`src/rtl/jt12_pkg.sv`:
```
// Shared widths and algorithm codes for the FM output mixer.
package jt12_pkg;

    localparam int OP_W  = 14;
    localparam int OUT_W = 16;

    localparam logic [2:0] ALG_0 = 3'd0;
    localparam logic [2:0] ALG_1 = 3'd1;
    localparam logic [2:0] ALG_2 = 3'd2;
    localparam logic [2:0] ALG_3 = 3'd3;
    localparam logic [2:0] ALG_4 = 3'd4;
    localparam logic [2:0] ALG_5 = 3'd5;
    localparam logic [2:0] ALG_6 = 3'd6;
    localparam logic [2:0] ALG_7 = 3'd7;

endpackage

```
`src/rtl/jt12_accumulator_if.sv`:
```
// Per-slot operator stream into the mixer and the stereo sample out of it.
interface jt12_accumulator_if;
    import jt12_pkg::*;

    logic signed [OP_W-1:0]  op_result;
    logic        [1:0]       rl;
    logic                    s1_enters;
    logic                    s2_enters;
    logic                    s3_enters;
    logic                    s4_enters;
    logic        [2:0]       alg;
    logic signed [OUT_W-1:0] left;
    logic signed [OUT_W-1:0] right;

    modport master (
        output op_result, rl, s1_enters, s2_enters, s3_enters, s4_enters, alg,
        input  left, right
    );

    modport slave (
        input  op_result, rl, s1_enters, s2_enters, s3_enters, s4_enters, alg,
        output left, right
    );

endinterface

```
`src/rtl/jt12_sat16.sv`:
```
// Combinational clamp of a wide signed sum to the signed 16-bit sample range.
module jt12_sat16
    import jt12_pkg::*;
#(
    parameter int ACC_W = 19
) (
    input  logic signed [ACC_W-1:0] din_i,
    output logic signed [OUT_W-1:0] dout_o
);

    // Value fits when every bit from the 16-bit sign position upward agrees.
    logic [ACC_W-OUT_W:0] top_bits;
    logic                 fits;

    assign top_bits = din_i[ACC_W-1:OUT_W-1];
    assign fits     = (top_bits == '0) || (top_bits == '1);

    always_comb begin
        if (fits) begin
            dout_o = din_i[OUT_W-1:0];
        end else if (din_i[ACC_W-1]) begin
            dout_o = {1'b1, {(OUT_W-1){1'b0}}};
        end else begin
            dout_o = {1'b0, {(OUT_W-1){1'b1}}};
        end
    end

endmodule

```
`src/rtl/jt12_accumulator.sv`:
```
// FM output mixer: sums carrier slots per stereo side over a 24-slot frame and
// presents the saturated totals of the previous frame at each frame boundary.
module jt12_accumulator
    import jt12_pkg::*;
#(
    parameter int ACC_W = 19
) (
    input  logic              clk,
    input  logic              rst,
    jt12_accumulator_if.slave acc_if
);

    logic                    sum_en;
    logic                    frame_start;
    logic                    s1_last_q;
    logic signed [ACC_W-1:0] op_ext;
    logic signed [ACC_W-1:0] contrib_l;
    logic signed [ACC_W-1:0] contrib_r;
    logic signed [ACC_W-1:0] acc_l_q;
    logic signed [ACC_W-1:0] acc_l_d;
    logic signed [ACC_W-1:0] acc_r_q;
    logic signed [ACC_W-1:0] acc_r_d;
    logic signed [OUT_W-1:0] sat_l;
    logic signed [OUT_W-1:0] sat_r;
    logic signed [OUT_W-1:0] left_q;
    logic signed [OUT_W-1:0] left_d;
    logic signed [OUT_W-1:0] right_q;
    logic signed [OUT_W-1:0] right_d;

    always_comb begin
        sum_en = 1'b0;
        case (acc_if.alg)
            ALG_0, ALG_1, ALG_2, ALG_3: sum_en = acc_if.s4_enters;
            ALG_4:                      sum_en = acc_if.s2_enters | acc_if.s4_enters;
            ALG_5, ALG_6:               sum_en = acc_if.s2_enters | acc_if.s3_enters
                                               | acc_if.s4_enters;
            ALG_7:                      sum_en = acc_if.s1_enters | acc_if.s2_enters
                                               | acc_if.s3_enters | acc_if.s4_enters;
            default:                    sum_en = 1'b0;
        endcase
    end

    assign op_ext    = {{(ACC_W-OP_W){acc_if.op_result[OP_W-1]}}, acc_if.op_result};
    assign contrib_l = (sum_en & acc_if.rl[1]) ? op_ext : '0;
    assign contrib_r = (sum_en & acc_if.rl[0]) ? op_ext : '0;

    // The first S1 slot opens a new frame; its own contribution belongs to the new frame.
    assign frame_start = acc_if.s1_enters & ~s1_last_q;

    always_comb begin
        acc_l_d = acc_l_q + contrib_l;
        acc_r_d = acc_r_q + contrib_r;
        left_d  = left_q;
        right_d = right_q;
        if (frame_start) begin
            acc_l_d = contrib_l;
            acc_r_d = contrib_r;
            left_d  = sat_l;
            right_d = sat_r;
        end
    end

    jt12_sat16 #(.ACC_W(ACC_W)) u_sat_l (
        .din_i  (acc_l_q),
        .dout_o (sat_l)
    );

    jt12_sat16 #(.ACC_W(ACC_W)) u_sat_r (
        .din_i  (acc_r_q),
        .dout_o (sat_r)
    );

    always_ff @(posedge clk or negedge rst) begin
        if (!rst) begin
            s1_last_q <= 1'b0;
            acc_l_q   <= '0;
            acc_r_q   <= '0;
            left_q    <= '0;
            right_q   <= '0;
        end else begin
            s1_last_q <= acc_if.s1_enters;
            acc_l_q   <= acc_l_d;
            acc_r_q   <= acc_r_d;
            left_q    <= left_d;
            right_q   <= right_d;
        end
    end

    assign acc_if.left  = left_q;
    assign acc_if.right = right_q;

endmodule

```
`src/flat_wrapper.sv`:
```
// flat-port wrapper written by rule: the top's interface ports become plain ports
module jt12_accumulator_flat import jt12_pkg::*;
#(
    parameter int ACC_W = 19
)
  (clk, rst, acc_if_op_result, acc_if_rl, acc_if_s1_enters, acc_if_s2_enters, acc_if_s3_enters, acc_if_s4_enters, acc_if_alg, acc_if_left, acc_if_right);
  jt12_accumulator_if acc_if_i ();
  input  logic clk;
  input  logic rst;
  input wire logic [$bits(acc_if_i.op_result)-1:0] acc_if_op_result;
  input wire logic [$bits(acc_if_i.rl)-1:0] acc_if_rl;
  input wire logic [$bits(acc_if_i.s1_enters)-1:0] acc_if_s1_enters;
  input wire logic [$bits(acc_if_i.s2_enters)-1:0] acc_if_s2_enters;
  input wire logic [$bits(acc_if_i.s3_enters)-1:0] acc_if_s3_enters;
  input wire logic [$bits(acc_if_i.s4_enters)-1:0] acc_if_s4_enters;
  input wire logic [$bits(acc_if_i.alg)-1:0] acc_if_alg;
  output wire logic [$bits(acc_if_i.left)-1:0] acc_if_left;
  output wire logic [$bits(acc_if_i.right)-1:0] acc_if_right;
  assign acc_if_i.op_result = acc_if_op_result;
  assign acc_if_i.rl = acc_if_rl;
  assign acc_if_i.s1_enters = acc_if_s1_enters;
  assign acc_if_i.s2_enters = acc_if_s2_enters;
  assign acc_if_i.s3_enters = acc_if_s3_enters;
  assign acc_if_i.s4_enters = acc_if_s4_enters;
  assign acc_if_i.alg = acc_if_alg;
  assign acc_if_left = acc_if_i.left;
  assign acc_if_right = acc_if_i.right;
  jt12_accumulator #(.ACC_W(ACC_W)) u_core (.clk(clk), .rst(rst), .acc_if(acc_if_i));
endmodule
```
`config.mk`:
```
export PLATFORM = sky130hd
export DESIGN_NAME = jt12_accumulator_flat
export DESIGN_NICKNAME = d
export VERILOG_FILES = /design/src/rtl/jt12_pkg.sv /design/src/rtl/jt12_accumulator_if.sv /design/src/rtl/jt12_sat16.sv /design/src/rtl/jt12_accumulator.sv /design/src/flat_wrapper.sv
export SDC_FILE = /design/constraint.sdc
export NUM_CORES = 1
export LEC_CHECK = 0
export ABC_AREA = 0
export CORE_MARGIN = 5
export CORE_UTILIZATION = 50
export CTS_CLUSTER_SIZE = 40
export DETAILED_ROUTE_END_ITERATION = 10
export PLACE_DENSITY = 0.79
export RECOVER_POWER = 100
export SKIP_CTS_REPAIR_TIMING = 1
export SYNTH_ARGS = -nofsm -noshare
export SYNTH_HDL_FRONTEND = slang
export SYNTH_SLANG_ARGS = --single-unit
```
`constraint.sdc`:
```
create_clock -name clk -period 3.7 [get_ports clk]
set_input_delay 0.37 -clock clk [delete_from_list [all_inputs] [get_ports clk]]
set_output_delay 0.37 -clock clk [all_outputs]
set_load 0.005 [all_outputs]
```
==> results of run 1 <==
## worst paths after layout
check / start / to / slack [ns] / cells past startpoint
worst max-delay path: acc_if_s1_enters / u_core.acc_r_q[16]$_DFF_PN0_ / 0.15 / 17
worst min-delay path: u_core.acc_if.right[15]$_DFFE_PN0P_ / u_core.acc_if.right[15]$_DFFE_PN0P_ / 0.49 / 2
worst max register to register: u_core.s1_last_q$_DFF_PN0_ / u_core.acc_l_q[18]$_DFF_PN0_ / 1.14 / 5
worst min register to register: u_core.acc_if.right[15]$_DFFE_PN0P_ / u_core.acc_if.right[15]$_DFFE_PN0P_ / 0.49 / 2
max in group asynchronous: rst / u_core.acc_r_q[2]$_DFF_PN0_ / 1.66 / 2
min in group asynchronous: rst / u_core.acc_l_q[14]$_DFF_PN0_ / 0.54 / 2
## critical path: stages
cell             delay (ns)
clkdlybuf4s50_1        0.42
a21o_1                 0.18
a221o_1                0.33
a21oi_4                0.21
nor2b_4                0.10
and2_1                 0.19
ha_1                   0.20
inv_1                  0.07
fa_1                   0.20
nor2b_1                0.06
o31a_1                 0.24
o21a_1                 0.23
o41ai_4                0.35
buf_4                  0.18
o21bai_1               0.05
a211oi_1               0.25
o31ai_1                0.11
## sequential cells by signal, summed over array words and instances (netlist names)
signal	count
u_core.s1_last_q	1
u_core.acc_if.left	16
u_core.acc_if.right	16
u_core.acc_l_q	19
u_core.acc_r_q	19
## per-stage QoR
step	cells	hold WS, ns	cell area, µm²	setup WS (ns)
6_report	743	0.487	5780	0.152
5_1_grt	743	0.508	5780	0.0226
4_1_cts	743	0.0503	5780	0.0370
3_5_place_dp	729	0.427	5620	-0.330
3_3_place_gp	729	0.414	5620	-0.200
2_1_floorplan	537	0.0744	4670	0.209
## cell usage in the layout (no fill, tap or decap), types with 22 or more instances in the layout
master,n
a21o_1,23
a21oi_1,58
and2_1,22
buf_4,34
clkdlybuf4s50_1,23
dfrtp_1,71
dlygate4sd3_1,32
ha_1,36
nand2_1,74
nor2_1,46
o21ai_0,41
## layer usage
layer	GRT usage	vias up	routed length, µm
met1	0.258	2026	5180
li1	-	2073	-
met4	0.0785	0	267
met2	0.369	94	5740
met5	0	-	0
met3	0.0446	26	424
## layout make-up
type                            count  area (µm²)
Clock buffer                       13         159
Inverter                           20        75.1
Timing Repair Buffer              104         878
Multi-Input combinational cell    423        2750
Tap cell                          111         139
Clock inverter                      1        5.00
Sequential cell                    71        1780
Fill cell                         784        3370
## synthesized netlist by cell type (6+ instances only)
master	n	share of area
xor2_1	13	0.024
inv_1	20	0.016
o21a_1	6	0.0097
a21oi_1	59	0.063
clkbuf_1	15	0.012
ha_1	36	0.097
nor2_1	46	0.037
dfrtp_1	71	0.38
and3_1	6	0.0080
o21bai_1	7	0.011
and2_1	26	0.035
nand2_1	74	0.060
o21ai_0	42	0.045
nand4_1	6	0.0080
nor2b_1	6	0.0080
nand3_1	8	0.0086
a21o_1	23	0.037
xnor2_1	14	0.026
## where the power goes
part	internal (W)	switching, W
sequential	0.00114	0.000246
combinational	0.00102	0.000995
clock	0.000272	0.000284
## cell families after synthesis
family / Yosys count / synth area share
buf+inv: 43 / 0.0381
fa+ha+maj: 38 / 0.105
simple gates: 187 / 0.189
xor+xnor: 27 / 0.0507
compound gates: 166 / 0.225
mux: 5 / 0.0121
flops: 71 / 0.381
==> metrics.txt, run 1 <==
status finished with violations; failing checks capacitance limit, slew limit; sequential-to-total area share from yosys stat 0.381; startpoint types primary input; largest net degree at the start of global routing 42; wire per inst 15.6 µm; Worst-path clk slew 0.07 ns; PD cells 684 nW/µm²; CTS Buf Count 9; Clock Sinks 71; chip height 107 µm; Worst setup EP type register; drc violations 0; Final min period 3.55 ns; initial antenna violation count 0; I/O pin count 57; max-slew violations 73; ANT nets after route 0; routed vias/inst 5.68; via count 4219; core area 9150 µm²; vias in the first global route 4244; HPWL Detailed 8830 µm; required time worst endpoint 3.90 ns; Port-buffer cells 56; Final Power 0.00395 W; FF+latch count, synth 71; Worst Hold Class register to register; crit path max fanout 14; Rows 35; Post-Route WL 11600 µm; WS Path Type primary input to register; actual slew at the worst max-slew pin 2.21 ns; DR pass1 iterations 5; die area 11400 µm²; Initial Util 0.510; Post-synth ARST share 1.00; RSZ-0062 raised after global routing no; # H-tree levels 3; setup TNS 0 ns; CTS tree done; Post-synth EDFFs 0; Final setup viols 0; crit path DAT 3.75 ns; fin util 0.631; routability cong. 0.902; max-cap violations 2; syn nets 600; Synth cell types 51; Fin. Hold Viols 0; f_max 282 MHz; worst vdd ir 256 µV; overall routing resource usage 0.212; first-pass GRT wire length 19400 µm; Leakage 2.69 nW; Root Driver clkbuf_8; n_diodes 0; Primary FF master, synth dfrtp_1; DR iter-0 viols 195; area of the mapped netlist 4670 µm²; slew margin rel. -0.475; GR Overflow Total 0; area delta synth->final 23.8%; worst-skew pair later-pin latency 0.36 ns; die width 107 µm; Clock Skews 0.0127 ns; syn_area_per_cell 8.69 µm²; Synthesis Warnings 0; Post-layout nets 692; Max clock buf depth 2; Cells after Synth 537; layout cells sized above 1 0.106; period utilization 0.959
(Power assumes the default switching activity.)
==> inputs of run 2 (changes only) <==
Settings changed: CTS_CLUSTER_SIZE 40 to 20, PLACE_DENSITY 0.79 to 0.73.
==> metrics.txt, run 2 (same netlist as run 1, synthesis figures left out) <==
status completed; required time worst endpoint 3.93 ns (+0.03 ns); most common cell after layout, fill and taps aside nand2_1; worst setup path end u_core.acc_r_q[18]$_DFF_PN0_; Worst setup EP type register; f_max 281 MHz (-0.19%); largest net degree at the start of global routing 53 (+26%); routed vias/inst 5.66 (-0.27%); Leakage 2.76 nW (+2.5%); CTS tree done; overall routing resource usage 0.216 (+0.00410); area delta synth->final 26.3%; I/O pin count 57 (unchanged); worst r2r src u_core.acc_r_q[0]$_DFF_PN0_; Root Driver clkbuf_8; Worst Hold Class primary input to async pin; fill count 791 (+0.89%); startpoint types primary input; worst r2r path cells 11 (+6); worst vdd ir 269 µV (+4.8%); initial antenna violation count 0 (unchanged); max-slew violations 0 (-100%); vias in the first global route 4260 (+0.38%); crit path DAT 3.79 ns (+0.04 ns); reg-to-reg setup timing slack 1.11 ns (-0.03 ns); sequential standard cell area 1780 µm² (unchanged); routability cong. 0.896 (-0.71%); period utilization 0.961 (+0.00183); Port-buffer cells 56 (unchanged); Fin. Hold Viols 0 (unchanged); via count 4236 (+0.40%); Final min period 3.56 ns (+0.00676 ns); top flop regs u_core.acc_l_q: 19 flops, u_core.acc_r_q: 19 flops; layout cells sized above 1 0.129 (+0.0227); WS Path Type primary input to register; drc violations 0 (unchanged); PD cells 700 nW/µm² (+2.3%); Worst-path clk slew 0.08 ns (about the same); HPWL Detailed 8820 µm (-0.21%); core area 9150 µm² (unchanged); CTS Buf Count 9 (unchanged); chip height 107 µm (unchanged); Max clock buf depth 2 (unchanged); actual slew at the worst max-slew pin 1.33 ns (-0.887 ns); die area 11400 µm² (unchanged); # H-tree levels 3 (unchanged); Post-layout nets 695 (+0.43%); RSZ-0062 raised after global routing yes; Initial Util 0.510 (unchanged); DR pass1 iterations 4 (-1); fin cells 748 (+0.67%); area of the multi-input gates 2760 µm² (+0.64%); Min Hold Slack 0.204 ns (-0.283 ns); first-pass GRT wire length 19800 µm (+2.0%); DP Worst Slack -0.387 ns (-0.0575 ns); Clock Sinks 71 (unchanged); Post-Route WL 12000 µm (+3.7%); wire per inst 16.1 µm (+3.0%); max-cap violations 0 (-2); Clock Skews 0.00880 ns (-0.00390 ns); most frequent cells in the layout nand2_1, dfrtp_1, a21oi_1; dpl cells 728 (-0.14%); crit path max fanout 6 (-8); GR Overflow Total 0 (unchanged); ANT nets after route 0 (unchanged); n_diodes 0 (unchanged); CP Launch Point acc_if_s1_enters; DR iter-0 viols 230 (+18%); Rows 35 (unchanged); Final setup viols 0 (unchanged); final setup margin 0.145 ns (-0.00676 ns); RR Endpoint u_core.acc_r_q[18]$_DFF_PN0_; worst-skew pair later-pin latency 0.35 ns (about the same); die width 107 µm (unchanged); slew margin rel. 0.116 (+0.591)
-- run 2: where the power goes --
part	leakage [nW]	switching, W	total [W]	internal (W)
clock	0.110	0.000312	0.000710	0.000399
sequential	0.844	0.000250	0.00139	0.00114
combinational	1.81	0.00100	0.00203	0.00102
total	2.76	0.00157	0.00412	0.00256
-- run 2: layout make-up --
| cell class | instances | area share |
|---|---|---|
| Clock inverter | 5 | 0.0138 |
| Tap cell | 111 | 0.0236 |
| Timing Repair Buffer | 106 | 0.155 |
| Clock buffer | 11 | 0.0240 |
| Sequential cell | 71 | 0.301 |
| Multi-Input combinational cell | 424 | 0.469 |
| Inverter | 20 | 0.0127 |
-- run 2: critical path, stage by stage --
cell	delay, ns
clkdlybuf4s50_1	0.42
a21o_1	0.18
a221o_1	0.32
a21oi_4	0.19
nor2b_4	0.09
and2_1	0.18
ha_1	0.20
inv_1	0.07
fa_2	0.21
nor2b_1	0.06
o31a_1	0.26
o21a_1	0.22
o41ai_4	0.41
o21ai_2	0.12
nor4_2	0.22
a211oi_2	0.09
xnor2_1	0.16
-- run 2: worst min path at each step --
stage	from	to	slack, ns	depth (start not counted)
2_1_floorplan	rst	u_core.acc_if.left[0]$_DFFE_PN0P_	0.07	0
3_3_place_gp	rst	u_core.acc_if.left[5]$_DFFE_PN0P_	0.33	1
5_1_grt	rst	u_core.acc_if.left[5]$_DFFE_PN0P_	0.32	1
6_report	rst	u_core.acc_if.left[5]$_DFFE_PN0P_	0.20	1
4_1_cts	rst	u_core.acc_if.left[9]$_DFFE_PN0P_	-0.04	1
3_5_place_dp	rst	u_core.acc_if.left[5]$_DFFE_PN0P_	0.35	1
-- run 2: metal layers --
layer,routed length [µm],GRT usage,part of all wire,up-vias
li1,-,-,-,2070
met1,5370,0.276,0.45,2034
met2,5900,0.372,0.49,108
met3,523,0.0313,0.043,24
met4,250,0.0776,0.021,0
met5,0,0,0,-
-- run 2: through the flow --
stage | utilization | cell area, µm² | TNS [ns] | power (W)
2_1_floorplan | - | 4670 | 0 | 0.00258
3_3_place_gp | 0.613 | 5610 | -1.18 | 0.00338
3_5_place_dp | 0.613 | 5610 | -2.42 | 0.00346
4_1_cts | 0.638 | 5840 | -0.0185 | 0.00418
5_1_grt | 0.644 | 5890 | -0.0842 | 0.00445
6_report | 0.644 | 5890 | 0 | 0.00412
